===== config.mk =====
export PLATFORM = sky130hd
export DESIGN_NAME = ws_uart_rx
export DESIGN_NICKNAME = d
export VERILOG_FILES = /design/src/rtl/ws_uart_rx.sv
export SDC_FILE = /design/constraint.sdc
export NUM_CORES = 1
export LEC_CHECK = 0
export CAP_MARGIN = 20
export CELL_PAD_IN_SITES_DETAIL_PLACEMENT = 0
export CELL_PAD_IN_SITES_GLOBAL_PLACEMENT = 1
export CORE_MARGIN = 5
export CORE_UTILIZATION = 38
export DETAILED_ROUTE_END_ITERATION = 12
export HOLD_SLACK_MARGIN = 0.05
export PLACE_DENSITY_LB_ADDON = 0.1
export SYNTH_ARGS = -nofsm -noshare
export SYNTH_HDL_FRONTEND = slang
export SYNTH_SLANG_ARGS = --single-unit

===== constraint.sdc =====
create_clock -name clk_in -period 1.9 [get_ports clk_in]
set_input_delay 0.57 -clock clk_in [delete_from_list [all_inputs] [get_ports clk_in]]
set_output_delay 0.57 -clock clk_in [all_outputs]
set_load 0.1 [all_outputs]

===== src/rtl/ws_uart_rx.sv =====
// Mid-bit sampling 8N1 serial receiver with a 1-entry valid/ready holding register.
// Define WS_UART_RX_PARITY_EN for 8E1 framing with a live parity_err_o.
`timescale 1ns/1ps
module ws_uart_rx #(
   parameter int CLKS_PER_BIT = 104,
   parameter int SYNC_STAGES  = 2
) (
   input  logic       clk_in,
   input  logic       reset_in,
   input  logic       rxd_in,
   output logic [7:0] data_o,
   output logic       valid_o,
   input  logic       ready_in,
   output logic       busy_o,
   output logic       frame_err_o,
   output logic       overrun_o,
   output logic       parity_err_o
);

   localparam int CNT_W = $clog2(CLKS_PER_BIT);
   localparam logic [CNT_W-1:0] FULL_RELOAD = CNT_W'(CLKS_PER_BIT - 1);
   localparam logic [CNT_W-1:0] HALF_RELOAD = CNT_W'(CLKS_PER_BIT / 2 - 1);

   typedef enum logic [2:0] {
      S_IDLE,
      S_START,
      S_DATA,
`ifdef WS_UART_RX_PARITY_EN
      S_PARITY,
`endif
      S_STOP,
      S_BREAK
   } state_t;

   state_t state_q, state_d;

   logic [SYNC_STAGES-1:0] sync_p0;
   logic                   rxs;
   logic                   rxs_p1;
   logic [CNT_W-1:0]       bitcnt;
   logic [2:0]             idx;
   logic [7:0]             shreg;
   logic                   tick;
   logic                   ld_half, ld_full, shift_en, commit, ferr;

   // Input synchronizer; rxs_p1 is the previous synchronized sample for edge detection
   always_ff @(posedge clk_in) begin
      if (reset_in) begin
         sync_p0 <= '1;
         rxs_p1  <= 1'b1;
      end else begin
         sync_p0 <= {sync_p0[SYNC_STAGES-2:0], rxd_in};
         rxs_p1  <= rxs;
      end
   end

   assign rxs  = sync_p0[SYNC_STAGES-1];
   assign tick = (bitcnt == '0);

   always_ff @(posedge clk_in) begin
      if (reset_in) state_q <= S_IDLE;
      else          state_q <= state_d;
   end

`ifdef WS_UART_RX_PARITY_EN
   logic par_ld;
   logic par_bad;
`endif

   always_comb begin
      state_d  = state_q;
      ld_half  = 1'b0;
      ld_full  = 1'b0;
      shift_en = 1'b0;
      commit   = 1'b0;
      ferr     = 1'b0;
`ifdef WS_UART_RX_PARITY_EN
      par_ld   = 1'b0;
`endif
      case (state_q)
         S_IDLE: begin
            if (rxs_p1 && !rxs) begin
               ld_half = 1'b1;
               state_d = S_START;
            end
         end
         S_START: begin
            if (tick) begin
               if (rxs) begin
                  state_d = S_IDLE;
               end else begin
                  ld_full = 1'b1;
                  state_d = S_DATA;
               end
            end
         end
         S_DATA: begin
            if (tick) begin
               shift_en = 1'b1;
               ld_full  = 1'b1;
`ifdef WS_UART_RX_PARITY_EN
               if (idx == 3'd7) state_d = S_PARITY;
`else
               if (idx == 3'd7) state_d = S_STOP;
`endif
            end
         end
`ifdef WS_UART_RX_PARITY_EN
         S_PARITY: begin
            if (tick) begin
               par_ld  = 1'b1;
               ld_full = 1'b1;
               state_d = S_STOP;
            end
         end
`endif
         S_STOP: begin
            if (tick) begin
               if (rxs) begin
                  commit  = 1'b1;
                  state_d = S_IDLE;
               end else begin
                  ferr    = 1'b1;
                  state_d = S_BREAK;
               end
            end
         end
         S_BREAK: begin
            if (rxs) state_d = S_IDLE;
         end
         default: state_d = S_IDLE;
      endcase
   end

   always_ff @(posedge clk_in) begin
      if (reset_in) begin
         bitcnt <= '0;
         idx    <= '0;
      end else begin
         if (ld_half)            bitcnt <= HALF_RELOAD;
         else if (ld_full)       bitcnt <= FULL_RELOAD;
         else if (!tick)         bitcnt <= bitcnt - 1'b1;

         if (state_q == S_START) idx <= '0;
         else if (shift_en)      idx <= idx + 1'b1;
      end
   end

   always_ff @(posedge clk_in) begin
      if (shift_en) shreg <= {rxs, shreg[7:1]};
   end

`ifdef WS_UART_RX_PARITY_EN
   // Even parity: the parity bit must equal the XOR of the eight data bits
   always_ff @(posedge clk_in) begin
      if (par_ld) par_bad <= (rxs != (^shreg));
   end

   always_ff @(posedge clk_in) begin
      if (reset_in) parity_err_o <= 1'b0;
      else          parity_err_o <= commit && par_bad;
   end
`else
   assign parity_err_o = 1'b0;
`endif

   // Holding register: a commit may coincide with an accept and still land
   always_ff @(posedge clk_in) begin
      if (reset_in) begin
         data_o      <= '0;
         valid_o     <= 1'b0;
         overrun_o   <= 1'b0;
         frame_err_o <= 1'b0;
      end else begin
         overrun_o   <= 1'b0;
         frame_err_o <= ferr;
         if (commit) begin
            if (!valid_o || ready_in) begin
               data_o  <= shreg;
               valid_o <= 1'b1;
            end else begin
               overrun_o <= 1'b1;
            end
         end else if (valid_o && ready_in) begin
            valid_o <= 1'b0;
         end
      end
   end

   assign busy_o = (state_q != S_IDLE);

endmodule

==> metrics.txt <==
status=finished clean; leak pwr=approximately 0.78 nW; vias in the first global route=1070; initial antenna violation count=0; Worst-path clk slew=approximately 0.06 ns; total internal power=1.383 mW; Die X=71.51 um; Main synth FF type=dfxtp_1; sequential share of power=44.3%; Layout area overhead=31.77%; Power Dens Cells=1059 nW/um^2; DRT iter0 DRCs=38; critical path's slowest cell=dfxtp_1; Final setup viols=0; Max IR drop VDD=roughly 0.00054 V; post-synth net total=140; async set or reset register ratio after synthesis=0%; Clock Tree Root=clkbuf_8; Filler Cell Count=approximately 340; Logic pwr share=31.2%; post-route ant nets=0; WL final=between 2000 and 3000 um; Critical R2R Launch=bitcnt[1]; total of warnings raised by yosys=0; post-placement cell count=198; syn avg cell area=approximately 11 um^2; fin cells=207; Initial Util=39.27%; drt drc=0; detailed-route wire length per cell=between 10 and 15 um; routed via count=roughly 1000; chip height=roughly 70 um; hold endpoint=sync_p0[1]; critical path required time=approximately 1.3 ns; largest net degree at the start of global routing=12; GR Util All Layers=11.98%; core footprint=3661 um^2; worst hold path startpoint=sync_p0[0]; Max FO, Critical Path=10; Port Buf Inserts=15; worst hold stages=1; final hold vios=0; cts hold-fix bufs=0; total negative slack=0 ns; IO Count=17; first-pass detailed-route iteration total=4; GRT overflow=0; Clock power frac=24.5%; design area=1894 um^2; CP Launch Type=register; Clock Tree Buf Depth=2; Tcrit/Tclk final=94.54%; clk sink count=35; total power=2.006 mW; reg2reg path depth=7; Max Cap Viol=0; Synth Cell Area=1438 um^2; vias per cell=4.971; cell area after placement=1798 um^2; CP Cell Sequence=or3_4 -> buf_12; H-tree Lvls=2; sw frac=31.04%; P_sw=approximately 0.62 mW; FF-to-FF End=state_q[0]; row cnt=22; Crit path largest cell delay=0.39 ns; layout cells sized above 1=between 20% and 30%; Worst Setup SP=state_q[2]; DP HPWL=2121 um; Final Max Tran Viols=0; Post-synth EDFFs=8; Yosys cell types=42; critical path arrival=between 1 and 1.5 ns; CTS buffer count=5; Gate Count Post-Synth=133; ANT cells=0; Setup crit end kind=output pin; Final min period=1.796 ns; critical path class=register to output pin; clock insertion delay at the later pin of the skew report=0.28 ns; skew final=0.003569 ns; Peak Freq=0.5567 GHz; RSZ-0062 raised after global routing=false; global-route wire length before repair=4843 um; sequential cell area fraction in the yosys report=between 50% and 60%; #FFs+latches synth=35; CTS tree=done; register-to-register setup slack=around 0.17 ns; Die ar.=5113 um^2; gpl congestion=0.7626; Final nets=around 170; worst min path class=register to register
area by class of cell:
class                   count  area (um^2)  share of cell area [%]
clock buffers               6        72.57                   3.831
inverters                   4        15.01                  0.7926
well taps                  48        60.06                   3.170
repair buffers             25        345.3                   18.23
flip-flops and latches     35        780.7                   41.22
multi-input cells          87        613.1                   32.36
clock inverters             2        7.507                  0.3963
logic make-up after synthesis:
family | share of synthesized area, %
flops | 54.31
other cells | 0.2608
buf+inv | 4.003
fa+ha+maj | 2.611
compound gates | 7.833
xor+xnor | 1.219
mux | 7.659
simple gates | 22.11
synth_stat cells, types with 2 or more instances:
master    number  area share [%]
mux2i_1       11             7.7
a21oi_1        4             1.4
nand3_1        2            0.70
nor4_1         3             1.3
nor3_1         6             2.1
o31ai_1        2             1.0
dfxtp_1       27              38
edfxtp_1       8              17
inv_1          4             1.0
ha_1           3             2.6
nor2b_1        2            0.87
nand2_1        3            0.78
clkbuf_1       3            0.78
a211oi_1       5             2.6
o21ai_0        3             1.0
or2_2          4             1.7
nor2_1        18             4.7
registers in the layout, summed over array words and instances, names as in the netlist:
signal,count
valid_o,1
shreg,8
sync_p0,2
rxs_p1,1
idx,3
frame_err_o,1
data_o,8
overrun_o,1
bitcnt,7
state_q,3
critical path: cells and delay by family (launching register included):
family | cells | cell delay, ns
flops | 1 | 0.39
buf+inv | 1 | 0.17
simple gates | 1 | 0.38
power by group through the flow:
stage / clock network [mW] / logic, mW / registers, mW
floorplan: 0 / 0.428 / 0.900
global placement: 0 / 0.583 / 0.905
detailed placement: 0 / 0.594 / 0.907
CTS: 0.507 / 0.597 / 0.890
global route: 0.539 / 0.688 / 0.898
finish: 0.491 / 0.625 / 0.889
worst max-delay path by stage:
stage	to	slack [ns]	cells after the start
2_1_floorplan	shreg[0]	0.09	5
3_3_place_gp	data_o[7]	-0.05	5
3_5_place_dp	data_o[7]	-0.1	5
4_1_cts	bitcnt[0]	0.07	6
5_1_grt	state_q[0]	0.04	7
6_report	busy_o	0.10	2
cell usage in the layout (no fill, tap or decap), types with 2 or more instances in the layout:
cell	Yosys	routed
o21ai_0	3	3
nor2b_1	2	2
clkbuf_8	0	5
buf_4	1	10
or2_2	4	4
clkdlybuf4s50_1	0	3
nor3_1	6	5
clkinv_1	0	2
mux2i_1	11	11
inv_1	4	4
a21oi_1	4	4
edfxtp_1	8	8
nor4_1	3	3
a211oi_1	5	5
o31ai_1	2	2
nand2_1	3	3
ha_1	3	3
nor2_1	18	18
nand3_1	2	2
dfxtp_1	27	27
buf_12	0	12
through the flow:
stage	setup WS (ns)	utilization (%)	hold WS, ns
floorplan	0.08804	-	0.3895
global placement	-0.04891	49.11	0.4015
detailed placement	-0.09811	49.11	0.4074
CTS	0.07361	51.30	0.4265
global route	0.04199	51.74	0.4491
finish	0.1038	51.74	0.4225
repair_timing:
action / in CTS / in global routing
gates resized for setup: 0 / 2
setup endpoints to repair: 0 / 14
setup buffers: 0 / 1
per-layer routing:
| layer | share of wire [%] | track usage [%] | vias to the layer above |
|---|---|---|---|
| li1 | - | - | 518 |
| met1 | 44 | 14.86 | 493 |
| met2 | 51 | 19.29 | 16 |
| met3 | 4.5 | 3.647 | 2 |
| met4 | 0.70 | 5.010 | 0 |
| met5 | 0 | 0 | - |
Note: power is estimated with default switching activity, not from simulation.
